**src/rtl/mux41_pkg.sv**
```systemverilog
// rtl/mux41_pkg.sv - shared types and constants for the 4:1 mux scanner
package mux41_pkg;

    localparam int NUM_CH = 4;
    localparam int SEL_W  = 2;

    typedef enum logic {
        IDLE = 1'b0,
        SCAN = 1'b1
    } state_t;

endpackage

```
**src/rtl/mux41_scan_cnt.sv**
```systemverilog
// rtl/mux41_scan_cnt.sv - per-channel dwell counter with terminal count and optional vote-window flags
//
// Optional feature macro: MUX41_SCAN_MAJORITY_EN (adds vote_a/vote_b flags).
// Ports:
//   clk    : rising-edge clock
//   rst_n  : synchronous active-low reset
//   run    : count this cycle; when low the counter is cleared
//   tc     : counter equals DWELL-1 (last cycle on the current channel)
//   vote_a : counter equals DWELL-3 (first majority sample)
//   vote_b : counter equals DWELL-2 (second majority sample)
module mux41_scan_cnt #(
    parameter int DWELL = 4,
    parameter int CNT_W = 8
) (
    input  logic clk,
    input  logic rst_n,
    input  logic run,
`ifdef MUX41_SCAN_MAJORITY_EN
    output logic vote_a,
    output logic vote_b,
`endif
    output logic tc
);

    logic [CNT_W-1:0] cnt_q;
    logic [CNT_W-1:0] cnt_d;

    assign tc = (cnt_q == CNT_W'(DWELL - 1));

`ifdef MUX41_SCAN_MAJORITY_EN
    assign vote_a = (cnt_q == CNT_W'(DWELL - 3));
    assign vote_b = (cnt_q == CNT_W'(DWELL - 2));
`endif

    // Wraps to zero at terminal count so each channel starts its dwell fresh;
    // held at zero whenever not scanning so a new scan always starts at 0.
    always_comb begin
        cnt_d = '0;
        if (run && !tc) begin
            cnt_d = cnt_q + CNT_W'(1);
        end
    end

    always_ff @(posedge clk) begin
        if (!rst_n) begin
            cnt_q <= '0;
        end else begin
            cnt_q <= cnt_d;
        end
    end

endmodule

```
**src/rtl/mux41_scanner.sv**
```systemverilog
// rtl/mux41_scanner.sv - timed select sequencer and 4-bit sampler for a 4:1 one-bit multiplexer
//
// Optional feature macro: MUX41_SCAN_MAJORITY_EN (2-of-3 majority sampling per channel).
// Ports:
//   CLK, RST_N : rising-edge clock, synchronous active-low reset
//   START      : level, begins a scan when idle
//   CONT       : at scan end, start the next scan immediately
//   ABORT      : drop the scan in progress without updating DATA
//   MUX_OUT    : multiplexer output
//   SEL        : multiplexer select (also the current channel)
//   DATA       : last completed scan, DATA[i] sampled with SEL == i
//   VALID      : one-cycle strobe, DATA updated
//   BUSY       : scan in progress
module mux41_scanner
    import mux41_pkg::*;
#(
    parameter int DWELL = 4,
    parameter int CNT_W = 8
) (
    input  logic              CLK,
    input  logic              RST_N,
    input  logic              START,
    input  logic              CONT,
    input  logic              ABORT,
    input  logic              MUX_OUT,
    output logic [SEL_W-1:0]  SEL,
    output logic [NUM_CH-1:0] DATA,
    output logic              VALID,
    output logic              BUSY
);

    if ((1 << CNT_W) <= DWELL) begin : g_cnt_w_chk
        $error("mux41_scanner: CNT_W too narrow for DWELL");
    end

    state_t            state_q, state_d;
    logic [SEL_W-1:0]  sel_q, sel_d;
    logic [NUM_CH-1:0] shadow_q, shadow_d;
    logic [NUM_CH-1:0] data_q, data_d;
    logic              valid_q, valid_d;

    logic run;
    logic tc;
    logic sample;

    assign run = (state_q == SCAN) && !ABORT;

`ifdef MUX41_SCAN_MAJORITY_EN
    if (DWELL < 3) begin : g_dwell_chk
        $error("mux41_scanner: majority sampling needs DWELL >= 3");
    end

    logic       vote_a, vote_b;
    logic [1:0] vote_q, vote_d;

    mux41_scan_cnt #(.DWELL(DWELL), .CNT_W(CNT_W)) u_cnt (
        .clk    (CLK),
        .rst_n  (RST_N),
        .run    (run),
        .vote_a (vote_a),
        .vote_b (vote_b),
        .tc     (tc)
    );

    // The two earlier samples wait in vote_q; the third is taken live at tc.
    always_comb begin
        vote_d = vote_q;
        if (run && vote_a) vote_d[0] = MUX_OUT;
        if (run && vote_b) vote_d[1] = MUX_OUT;
    end

    always_ff @(posedge CLK) begin
        if (!RST_N) vote_q <= 2'b00;
        else        vote_q <= vote_d;
    end

    assign sample = (vote_q[0] & vote_q[1]) | (vote_q[0] & MUX_OUT) | (vote_q[1] & MUX_OUT);
`else
    mux41_scan_cnt #(.DWELL(DWELL), .CNT_W(CNT_W)) u_cnt (
        .clk   (CLK),
        .rst_n (RST_N),
        .run   (run),
        .tc    (tc)
    );

    assign sample = MUX_OUT;
`endif

    always_comb begin
        state_d  = state_q;
        sel_d    = sel_q;
        shadow_d = shadow_q;
        data_d   = data_q;
        valid_d  = 1'b0;
        case (state_q)
            IDLE: begin
                if (START && !ABORT) begin
                    state_d  = SCAN;
                    sel_d    = '0;
                    shadow_d = '0;
                end
            end
            SCAN: begin
                if (ABORT) begin
                    state_d  = IDLE;
                    sel_d    = '0;
                    shadow_d = '0;
                end else if (tc) begin
                    shadow_d[sel_q] = sample;
                    if (sel_q == SEL_W'(NUM_CH - 1)) begin
                        // Word includes the bit captured on this same edge.
                        data_d  = shadow_d;
                        valid_d = 1'b1;
                        sel_d   = '0;
                        if (!CONT) state_d = IDLE;
                    end else begin
                        sel_d = sel_q + SEL_W'(1);
                    end
                end
            end
            default: state_d = IDLE;
        endcase
    end

    always_ff @(posedge CLK) begin
        if (!RST_N) begin
            state_q  <= IDLE;
            sel_q    <= '0;
            shadow_q <= '0;
            data_q   <= '0;
            valid_q  <= 1'b0;
        end else begin
            state_q  <= state_d;
            sel_q    <= sel_d;
            shadow_q <= shadow_d;
            data_q   <= data_d;
            valid_q  <= valid_d;
        end
    end

    assign SEL   = sel_q;
    assign DATA  = data_q;
    assign VALID = valid_q;
    assign BUSY  = (state_q == SCAN);

endmodule

```
**config.mk**
```make
export PLATFORM = sky130hd
export DESIGN_NAME = mux41_scanner
export DESIGN_NICKNAME = d
export VERILOG_FILES = /design/src/rtl/mux41_pkg.sv /design/src/rtl/mux41_scan_cnt.sv /design/src/rtl/mux41_scanner.sv
export SDC_FILE = /design/constraint.sdc
export NUM_CORES = 1
export LEC_CHECK = 0
export ABC_AREA = 1
export CAP_MARGIN = 10
export CORE_AREA = 2 2 47 49
export DETAILED_ROUTE_END_ITERATION = 6
export DIE_AREA = 0 0 49 51
export GPL_TIMING_DRIVEN = 0
export PLACE_DENSITY = 0.79
export RECOVER_POWER = 50
export SETUP_SLACK_MARGIN = 0.3
export SYNTH_ARGS = -nofsm -noshare
export SYNTH_HDL_FRONTEND = slang
export SYNTH_SLANG_ARGS = --single-unit
```
**constraint.sdc**
```tcl
create_clock -name CLK -period 2.35 [get_ports CLK]
set_input_delay 0.3525 -clock CLK [delete_from_list [all_inputs] [get_ports CLK]]
set_output_delay 0.3525 -clock CLK [all_outputs]
set_load 0.01 [all_outputs]
```
==> metrics.md <==
| Metric | Value |
|---|---|
| Rows | 17 |
| Final wirelength | 2.12 mm |
| Fin crit share | 80.0% |
| Internal power | 489 uW |
| Area grow syn2layout | 16.4% |
| Final worst slack | 469 ps |
| Clk network pwr share | 30.3% |
| Buf/Inv on CP | 1 |
| Detailed Routing Iterations Pass 1 | 4 |
| First-pass GRT wire length | 3.61 mm |
| Final net count | 167 |
| Share of layout cells above drive strength 1 | 22.6% |
| Syn_nets | 149 |
| Pin count of the biggest net entering global routing | 12 |
| Clock Tree Root | clkbuf_4 |
| Die area | 2500 um2 |
| ANT nets after route | 0 |
| Hold depth | 1 |
| Unique masters post-synth | 22 |
| HPWL Detailed | 1.61 mm |
| Final Critical Period | 1880 ps |
| Final hold vios | 0 |
| Num CTS Buffers | 3 |
| Status | finished, final reports clean |
| TritonCTS clock tree | done |
| P_sw | 169 uW |
| Core outline area | 2060 um2 |
| Reg area | 400 um2 |
| Adder-cell share of the synthesized area | 5.81% |
| VDD IR max | 0.000341 V |
| Yosys warns | 0 |
| Uppermost routed layer | met4 |
| Seq cells post-synth | 20 |
| Initial detailed-routing violation count | 19 |
| Met3 routed WL | 60 um |
| Slew of the pin with the lowest slew margin | 787 ps |
| P_leak | 0.513 nW |
| Global placement routability congestion | 0.798 |
| Vias/cell | 4.98 |
| I/O Buffers | 13 |
| Pwr dens | 525 nW/um2 |
| Post-placement cell count | 179 |
| Max-slew headroom | 47.3% |
| Ys async rst share | 0% |
| Vias in the first global route | 900 |
| Worst r2r path cells | 4 |
| Logic gate share of total power | 15.2% |
| Deepest clock path buffer count | 2 |
| Critical path data required time | 2580 ps |
| Initial Util | 52.2% |
| Combinational family with the most area after synthesis | simple AND/OR/NAND/NOR gates |
| Post-synthesis simple-gate area fraction | 35.1% |
| Post-CTS sizing | 0 |
| CTS H-tree depth | 1 |
| FF-to-FF Start | BUSY$_SDFF_PN0_ |
| Multi-input gate area | 549 um2 |
| Pwr Total | 658 uW |
| Final-layout fill cell count | 194 |
| Number of hold buffers added after cts | 0 |
| Worst-path cell chain | clkdlybuf4s50_1, nor2_1, nand3_1, nor3b_1 |
| Fin Clk Skew | 4.11 ps |
| Seq pwr share | 54.4% |
| Multiplexer share of the synthesized area | 0% |
| Syn Area/Cell | 7.80 um2 |
| Max FO, Critical Path | 10 |
| Gr usage total | 18.7% |
| Worst Hold Path EP | u_cnt.cnt_q[0]$_SDFF_PN0_ |
| Layout Utilization | 60.7% |
| Post-synth EDFFs | 0 |
| Setup Crit Path Kind | in2reg |
| Synthesized area | 1080 um2 |
| I/O pin total | 14 |
| Wl on met1 | 947 um |
| Synth Area in Compound Gates | 10.0% |
| Hold Crit Start | u_cnt.cnt_q[0]$_SDFF_PN0_ |
| Post-synthesis sequential area ratio | 37.2% |
| Clock transition at path regs | 110 ps |
| Met2 wire len | 1.08 mm |
| Final TNS setup | 0 ps |
| Worst reg2reg path endpoint | u_cnt.cnt_q[3]$_SDFF_PN0_ |
| Critical path's slowest cell | nor2_1 |
| Die extent in x | 49 um |
| Crit path largest cell delay | 630 ps |
| Non-Filler Instances | 183 |
| Initial antenna violation count | 0 |
| Crit path capture type | flip-flop |
| Max Freq | 532 MHz |
| Wire length per cell | 11.6 um |
| Worst Hold Slack | 469 ps |
| Syn Inst Count | 138 |
| Worst Hold Class | reg2reg |
| Gr ovfl total | 0 |
| Final setup fails | 0 |
| DR DRC count | 0 |
| Setup slack, reg-to-reg | 550 ps |
| CP Launch Type | primary input |
| Pre-CTS WS | 662 ps |
| RSZ-0062 raised after global routing | false |
| Post-CTS Setup Inserts | 0 |
| CTS sink cnt | 20 |
| Crit path DAT | 2110 ps |
| Placed Area | 1240 um2 |
| Die height | 51 um |
| Xor/xnor share of the synthesized area | 2.44% |
| Vias | 912 |
| Crit path max-delay family | simple AND/OR/NAND/NOR gates |
| Max Cap Viol | 0 |
| Sw Share | 25.6% |
| Diodes inserted | 0 |
| Clock Latency Late Sink | 300 ps |
| Post-route cell area | 1250 um2 |
| Final Slew Violations | 0 |
| Post-synth top flop | dfxtp_1 |
[synth_stat cells, types with 4 or more instances]
cell | count | area, um2
dfxtp_1 | 20 | 400
nor2_2 | 6 | 37.5
nand3_2 | 5 | 50.1
ha_1 | 5 | 62.6
nor2_1 | 15 | 56.3
a21oi_1 | 6 | 30.0
a21oi_2 | 6 | 52.6
nand3_1 | 15 | 75.1
nand2_1 | 22 | 82.6
o21ai_1 | 4 | 20.0
inv_2 | 9 | 33.8
inv_1 | 10 | 37.5
[sequential cells by signal, indices dropped and copies added (netlist names)]
| register | flops |
|---|---|
| u_cnt.cnt_q | 8 |
| DATA | 4 |
| shadow_q | 4 |
| SEL | 2 |
| BUSY | 1 |
| VALID | 1 |
[worst max path at each step]
| stage | startpoint | end | cells past startpoint |
|---|---|---|---|
| after floorplan | u_cnt.cnt_q[0]$_SDFF_PN0_ | SEL[0]$_SDFFE_PN0P_ | 9 |
| after global placement | ABORT | SEL[0]$_SDFFE_PN0P_ | 8 |
| after detailed placement | ABORT | shadow_q[1]$_SDFFE_PN0P_ | 8 |
| after CTS | SEL[0]$_SDFFE_PN0P_ | SEL[0] | 1 |
| after global routing | ABORT | u_cnt.cnt_q[3]$_SDFF_PN0_ | 4 |
| final | ABORT | u_cnt.cnt_q[3]$_SDFF_PN0_ | 4 |
[layout make-up]
type | instances | share of cell area [%]
Sequential cell | 20 | 32.0
Multi-Input combinational cell | 96 | 43.9
Inverter | 19 | 5.69
Clock buffer | 4 | 2.90
Tap cell | 28 | 2.80
Timing Repair Buffer | 13 | 10.4
Buffer | 3 | 2.40
[power by group through the flow]
stage / Combinational [mW] / Sequential [mW] / Clock, mW
final: 0.100 / 0.358 / 0.199
after global routing: 0.112 / 0.359 / 0.220
after CTS: 0.102 / 0.358 / 0.204
after detailed placement: 0.102 / 0.366 / 0
after global placement: 0.0983 / 0.365 / 0
after floorplan: 0.0699 / 0.366 / 0
[layout by cell type (no fill, tap or decap), types with 2 or more instances in the layout]
cell and instances:
ha_1 5, buf_2 2, clkbuf_4 3, nor2_2 6
a21oi_1 6, nand4_1 2, nand3_1 16, xor2_1 2
inv_1 10, nand2_1 22, nor2_1 17, dfxtp_1 20
clkdlybuf4s50_1 13, inv_2 9, nand2_4 2, a21oi_2 6
o21ai_0 4, nand3_2 4
[layer usage]
layer	up-vias	track usage (%)
met5	-	0
met4	0	9.05
met2	17	36.3
met1	415	19.1
li1	476	-
met3	4	3.51
[cell families after synthesis]
family	count (synthesis)
AND/OR/NAND/NOR	71
flip-flops	20
adder cells (fa/ha/maj)	5
AO/OA/AOI/OAI	17
XOR/XNOR	3
buffers and inverters	22
No activity file was read; power rests on OpenSTA's default activity.
